### config.mk
export PLATFORM = sky130hd
export DESIGN_NAME = keypad_scan_ctrl
export DESIGN_NICKNAME = d
export VERILOG_FILES = /design/src/rtl/keypad_scan_ctrl.sv
export SDC_FILE = /design/constraint.sdc
export NUM_CORES = 1
export LEC_CHECK = 0
export ABC_AREA = 1
export CAP_MARGIN = 40
export CORE_MARGIN = 2
export CORE_UTILIZATION = 50
export CTS_BUF_LIST = sky130_fd_sc_hd__clkbuf_4 sky130_fd_sc_hd__clkbuf_8 sky130_fd_sc_hd__clkbuf_16
export CTS_CLUSTER_SIZE = 30
export DETAILED_ROUTE_END_ITERATION = 6
export GPL_TIMING_DRIVEN = 0
export MAX_ROUTING_LAYER = met4
export PLACE_DENSITY = 0.74
export SETUP_SLACK_MARGIN = 0.5
export SKIP_CTS_REPAIR_TIMING = 1
export SYNTH_ARGS = -nofsm -noshare
export SYNTH_HDL_FRONTEND = slang
export SYNTH_SLANG_ARGS = --single-unit
### constraint.sdc
create_clock -name clk -period 2.57 [get_ports clk]
set_clock_uncertainty 0.2 [all_clocks]
set_input_delay 0.514 -clock clk [delete_from_list [all_inputs] [get_ports clk]]
set_output_delay 0.514 -clock clk [all_outputs]
set_load 0.05 [all_outputs]
### src/rtl/keypad_scan_ctrl.sv
// Row-scanning sequencer for a 4x4 keypad: one-hot row drive, column synchroniser,
// single-key debounce with N-key lockout, and a one-cycle strobe per accepted press.
//
// state       | meaning
// ------------+------------------------------------------------------------
// ST_SCAN     | rotate rows, sample columns on the last dwell cycle
// ST_DEBOUNCE | row frozen, candidate column must stay stable
// ST_HELD     | key accepted, other keys locked out until all columns idle
// ST_RELEASE  | columns idle, must stay idle before scanning resumes
module keypad_scan_ctrl #(
  parameter int SCAN_CYCLES     = 4,
  parameter int DEBOUNCE_CYCLES = 8
) (
  input  logic       clk,
  input  logic       reset,
  input  logic [3:0] cols,
  output logic [3:0] rows,
  output logic [3:0] key_r,
  output logic [3:0] key_c,
  output logic       key_valid,
  output logic       key_held
);

  localparam int CNT_MAX = (SCAN_CYCLES > DEBOUNCE_CYCLES) ? SCAN_CYCLES : DEBOUNCE_CYCLES;
  localparam int CW      = $clog2(CNT_MAX);

  localparam logic [1:0] ST_SCAN     = 2'd0;
  localparam logic [1:0] ST_DEBOUNCE = 2'd1;
  localparam logic [1:0] ST_HELD     = 2'd2;
  localparam logic [1:0] ST_RELEASE  = 2'd3;

  logic [1:0]    state;
  logic [CW-1:0] cnt;
  logic [3:0]    cols_meta;
  logic [3:0]    cols_s;
  logic [3:0]    cand_c;

  logic [3:0] low_n;
  logic       single_press;
  logic       cols_idle;
  logic       scan_last;
  logic       deb_last;
  logic [3:0] rows_next;

  // Exactly one active-low column: the inverted vector is a non-zero power of two.
  always_comb begin
    low_n        = ~cols_s;
    single_press = (low_n != 4'b0000) && ((low_n & (low_n - 4'd1)) == 4'b0000);
    cols_idle    = (cols_s == 4'b1111);
    scan_last    = (cnt == CW'(SCAN_CYCLES - 1));
    deb_last     = (cnt == CW'(DEBOUNCE_CYCLES - 1));
    rows_next    = {rows[0], rows[3:1]};
  end

  always_ff @(posedge clk or negedge reset) begin
    if (!reset) begin
      cols_meta <= 4'b1111;
      cols_s    <= 4'b1111;
      state     <= ST_SCAN;
      cnt       <= '0;
      cand_c    <= 4'b1111;
      rows      <= 4'b1000;
      key_r     <= 4'b0000;
      key_c     <= 4'b1111;
      key_valid <= 1'b0;
      key_held  <= 1'b0;
    end else begin
      cols_meta <= cols;
      cols_s    <= cols_meta;
      key_valid <= 1'b0;

      case (state)
        ST_SCAN: begin
          if (scan_last) begin
            cnt <= '0;
            if (single_press) begin
              cand_c <= cols_s;
              state  <= ST_DEBOUNCE;
            end else begin
              rows <= rows_next;
            end
          end else begin
            cnt <= cnt + CW'(1);
          end
        end

        ST_DEBOUNCE: begin
          if (cols_s != cand_c) begin
            state <= ST_SCAN;
            cnt   <= '0;
          end else if (deb_last) begin
            state     <= ST_HELD;
            cnt       <= '0;
            key_r     <= rows;
            key_c     <= cand_c;
            key_valid <= 1'b1;
            key_held  <= 1'b1;
          end else begin
            cnt <= cnt + CW'(1);
          end
        end

        // Any non-idle pattern keeps the accepted key; extra keys are simply ignored.
        ST_HELD: begin
          if (cols_idle) begin
            state <= ST_RELEASE;
            cnt   <= '0;
          end
        end

        ST_RELEASE: begin
          if (!cols_idle) begin
            state <= ST_HELD;
            cnt   <= '0;
          end else if (deb_last) begin
            state    <= ST_SCAN;
            cnt      <= '0;
            key_held <= 1'b0;
            rows     <= rows_next;
          end else begin
            cnt <= cnt + CW'(1);
          end
        end

        default: begin
          state <= ST_SCAN;
          cnt   <= '0;
        end
      endcase
    end
  end

endmodule

==> impl_metrics.env <==
export IMPL_outcome="finished, final reports clean"
export IMPL_h_tree_depth=2
export IMPL_area_growth_pct=24.05
export IMPL_worstSetupStartpointType="register"
export IMPL_yosysTopAreaCell="dfstp_2"
export IMPL_diodes=0
export IMPL_synth_commonest_cells="nand2_1, inv_1, dfstp_2"
export IMPL_grt_pass1_vias=1043
export IMPL_die_h_microns=57.88
export IMPL_syn_num_nets=167
export IMPL_vdd_drop_max_mv=0.5356
export IMPL_timing_max_slew_rel_slack=0.5524
export IMPL_critPathBufInv=1
export IMPL_critical_path_class="register to primary output"
export IMPL_setup_viol=0
export IMPL_rows=19
export IMPL_place_ws_ns=0.5407
export IMPL_syn_area_sq_um=1451
export IMPL_yosysWarnings=0
export IMPL_critical_path_max_fanout=2
export IMPL_drv_cap=0
export IMPL_ios=20
export IMPL_finish_utilization=0.6529
export IMPL_slew_violations=0
export IMPL_start_util=0.5263
export IMPL_drive_above_1_share=0.2811
export IMPL_async_flop_share=1.000
export IMPL_antenna_found_initial=0
export IMPL_track_usage=0.1869
export IMPL_reg2reg_depth=7
export IMPL_post_drt_via_cell_ratio=5.056
export IMPL_die_area_sq_um=3350
export IMPL_critPathArrivalTime_ns=1.29
export IMPL_gp_congestion=0.8877
export IMPL_period_share=0.7799
export IMPL_setup_slack_ns=0.5655
export IMPL_synthFlopType="dfstp_2"
export IMPL_clk_insertion_delay_late_ns=0.33
export IMPL_slowest_stage="dfstp_2"
export IMPL_synth_area_leaders="dfstp_2, dfrtp_1, nand2_1"
export IMPL_cts_buffers_inserted=5
export IMPL_cts_sinks=31
export IMPL_timing_rr_end="rows[2]$_DFFE_PN0P_"
export IMPL_critPathTopFamily="flip-flops"
export IMPL_post_drt_wl_per_cell_microns=12.38
export IMPL_ant_nets=0
export IMPL_port_buffers=19
export IMPL_synth_yosys_seq_area_share=0.5491
export IMPL_synth_most_common_cell="nand2_1"
export IMPL_fin_total_pwr_mw=1.358
export IMPL_regArea_sq_um=797.0
export IMPL_p_leak_nw=1.073
export IMPL_clk_path_buf_depth=2
export IMPL_critPathMaxStageDelay_ns=0.54
export IMPL_firstDrtPassIters=4
export IMPL_dpl_hpwl_microns=2029
export IMPL_max_freq_mhz=498.9
export IMPL_fin_setup_tns_ns=0
export IMPL_synthCells=157
export IMPL_whs_path_depth=0
export IMPL_hold_class="register to register"
export IMPL_r2r_start="cnt[0]$_DFFE_PN0N_"
export IMPL_syn_area_per_cell_sq_um=9.245
export IMPL_drt_iter0_markers=82
export IMPL_nets=194
export IMPL_grt_pass1_wl_microns=4540
export IMPL_path_cells="dlymetal6s2s_1"
export IMPL_multi_input_area_sq_um=545.5
export IMPL_synth_seq_cells=31
export IMPL_period_needed_ns=2.004
export IMPL_cts_tree="built"
export IMPL_endpoint_kind="primary output"
export IMPL_crit_required_ns=1.86
export IMPL_synth_edf_count=0
export IMPL_core_sq_um=2758
export IMPL_overflow=0
export IMPL_routed_wl_microns=2673
export IMPL_detailed_place_area_sq_um=1708
export IMPL_clkTransAtPathRegs_ns=0.10
export IMPL_hold_viol_final=0
export IMPL_grt_max_degree=20
export IMPL_design_area_sq_um=1800
export IMPL_worst_path_stages=1
export IMPL_fill_cells=214
export IMPL_ff2ff_setup_slack_ns=0.77
export IMPL_synth_distinct_cells=24
export IMPL_drc=0
export IMPL_yosysTopAreaCellShare=0.3078
export IMPL_vias=1092
export IMPL_fp_dieW_microns=57.88
export IMPL_worst_pin_slew_ns=0.6693
export IMPL_grt_setup_unrepaired="false"
export IMPL_hold_start="cols_meta[3]$_DFF_PN1_"
export IMPL_min_to="cols_s[3]$_DFF_PN1_"
export IMPL_ctsRootBufferMaster="clkbuf_4"
export IMPL_pwr_density_cell_nw_per_um2=754.3
## sequential cells by signal, indices dropped and copies added (netlist names)
name       flops
cand_c         4
cnt            3
cols_s         4
rows           4
cols_meta      4
key_c          4
key_held       1
key_r          4
state          2
key_valid      1
## cell families (layout without fill, tap and decap cells)
| group | after synthesis | in the layout | share of synthesized area |
|---|---|---|---|
| DFF | 31 | 31 | 0.5491 |
| adders and majority gates | 4 | 4 | 0.03448 |
| AOI/OAI and AO/OA | 26 | 26 | 0.1198 |
| and+or+nand+nor | 69 | 69 | 0.2215 |
| buffers and inverters | 27 | 55 | 0.07500 |
## area by class of cell
cell class              instances  share of cell area
clock buffers                   7             0.02919
repair buffers                 20              0.1404
well taps                      31             0.02154
clock inverters                 1            0.002780
flip-flops and latches         31              0.4427
plain buffers                   1            0.006254
inverters                      26             0.05420
multi-input cells              99              0.3030
## worst max path at each step
stage	startpoint	endpoint	slack, ns
after CTS	rows[3]$_DFFE_PN1P_	rows[3]	0.16
after global routing	rows[3]$_DFFE_PN1P_	rows[3]	0.51
final	key_c[3]$_DFFE_PN1P_	key_c[3]	0.57
after floorplan	cnt[0]$_DFFE_PN0N_	rows[0]$_DFFE_PN0P_	0.99
after global placement	reset	key_r[1]$_DFFE_PN0P_	0.28
after detailed placement	rows[3]$_DFFE_PN1P_	rows[3]	0.54
## through the flow
stage,cells,hold WS [ns]
2_1_floorplan,157,0.01841
3_3_place_gp,207,0.1462
3_5_place_dp,208,0.1468
4_1_cts,216,0.1539
5_1_grt,216,0.1649
6_report,216,0.1497
## routing by layer
metal / vias up / part of all wire / track usage / wire [microns]
met2: 28 / 0.48 / 0.2776 / 1287
met5: - / 0 / - / 0
li1: 556 / - / - / -
met4: 0 / 0.016 / 0.07973 / 44
met1: 503 / 0.45 / 0.2354 / 1199
met3: 5 / 0.053 / 0.06027 / 141
## cells in the final DEF (no fill, tap or decap), drive strengths merged, types with 2 or more instances in the layout
master / n
dlymetal6s2s: 14
nand2: 52
inv: 25
dfrtp: 14
clkdlybuf4s50: 5
nand4: 4
ha: 4
nand3: 5
buf: 2
clkinv: 2
nor2: 7
dfstp: 17
o21ai: 21
clkbuf: 7
## power by group
group / leakage [nW] / switching, mW / internal, mW
sequential: 0.368 / 0.0545 / 0.581
clock: 0.0361 / 0.156 / 0.128
combinational: 0.669 / 0.298 / 0.142
total: 1.07 / 0.508 / 0.850
(Power assumes the default switching activity.)
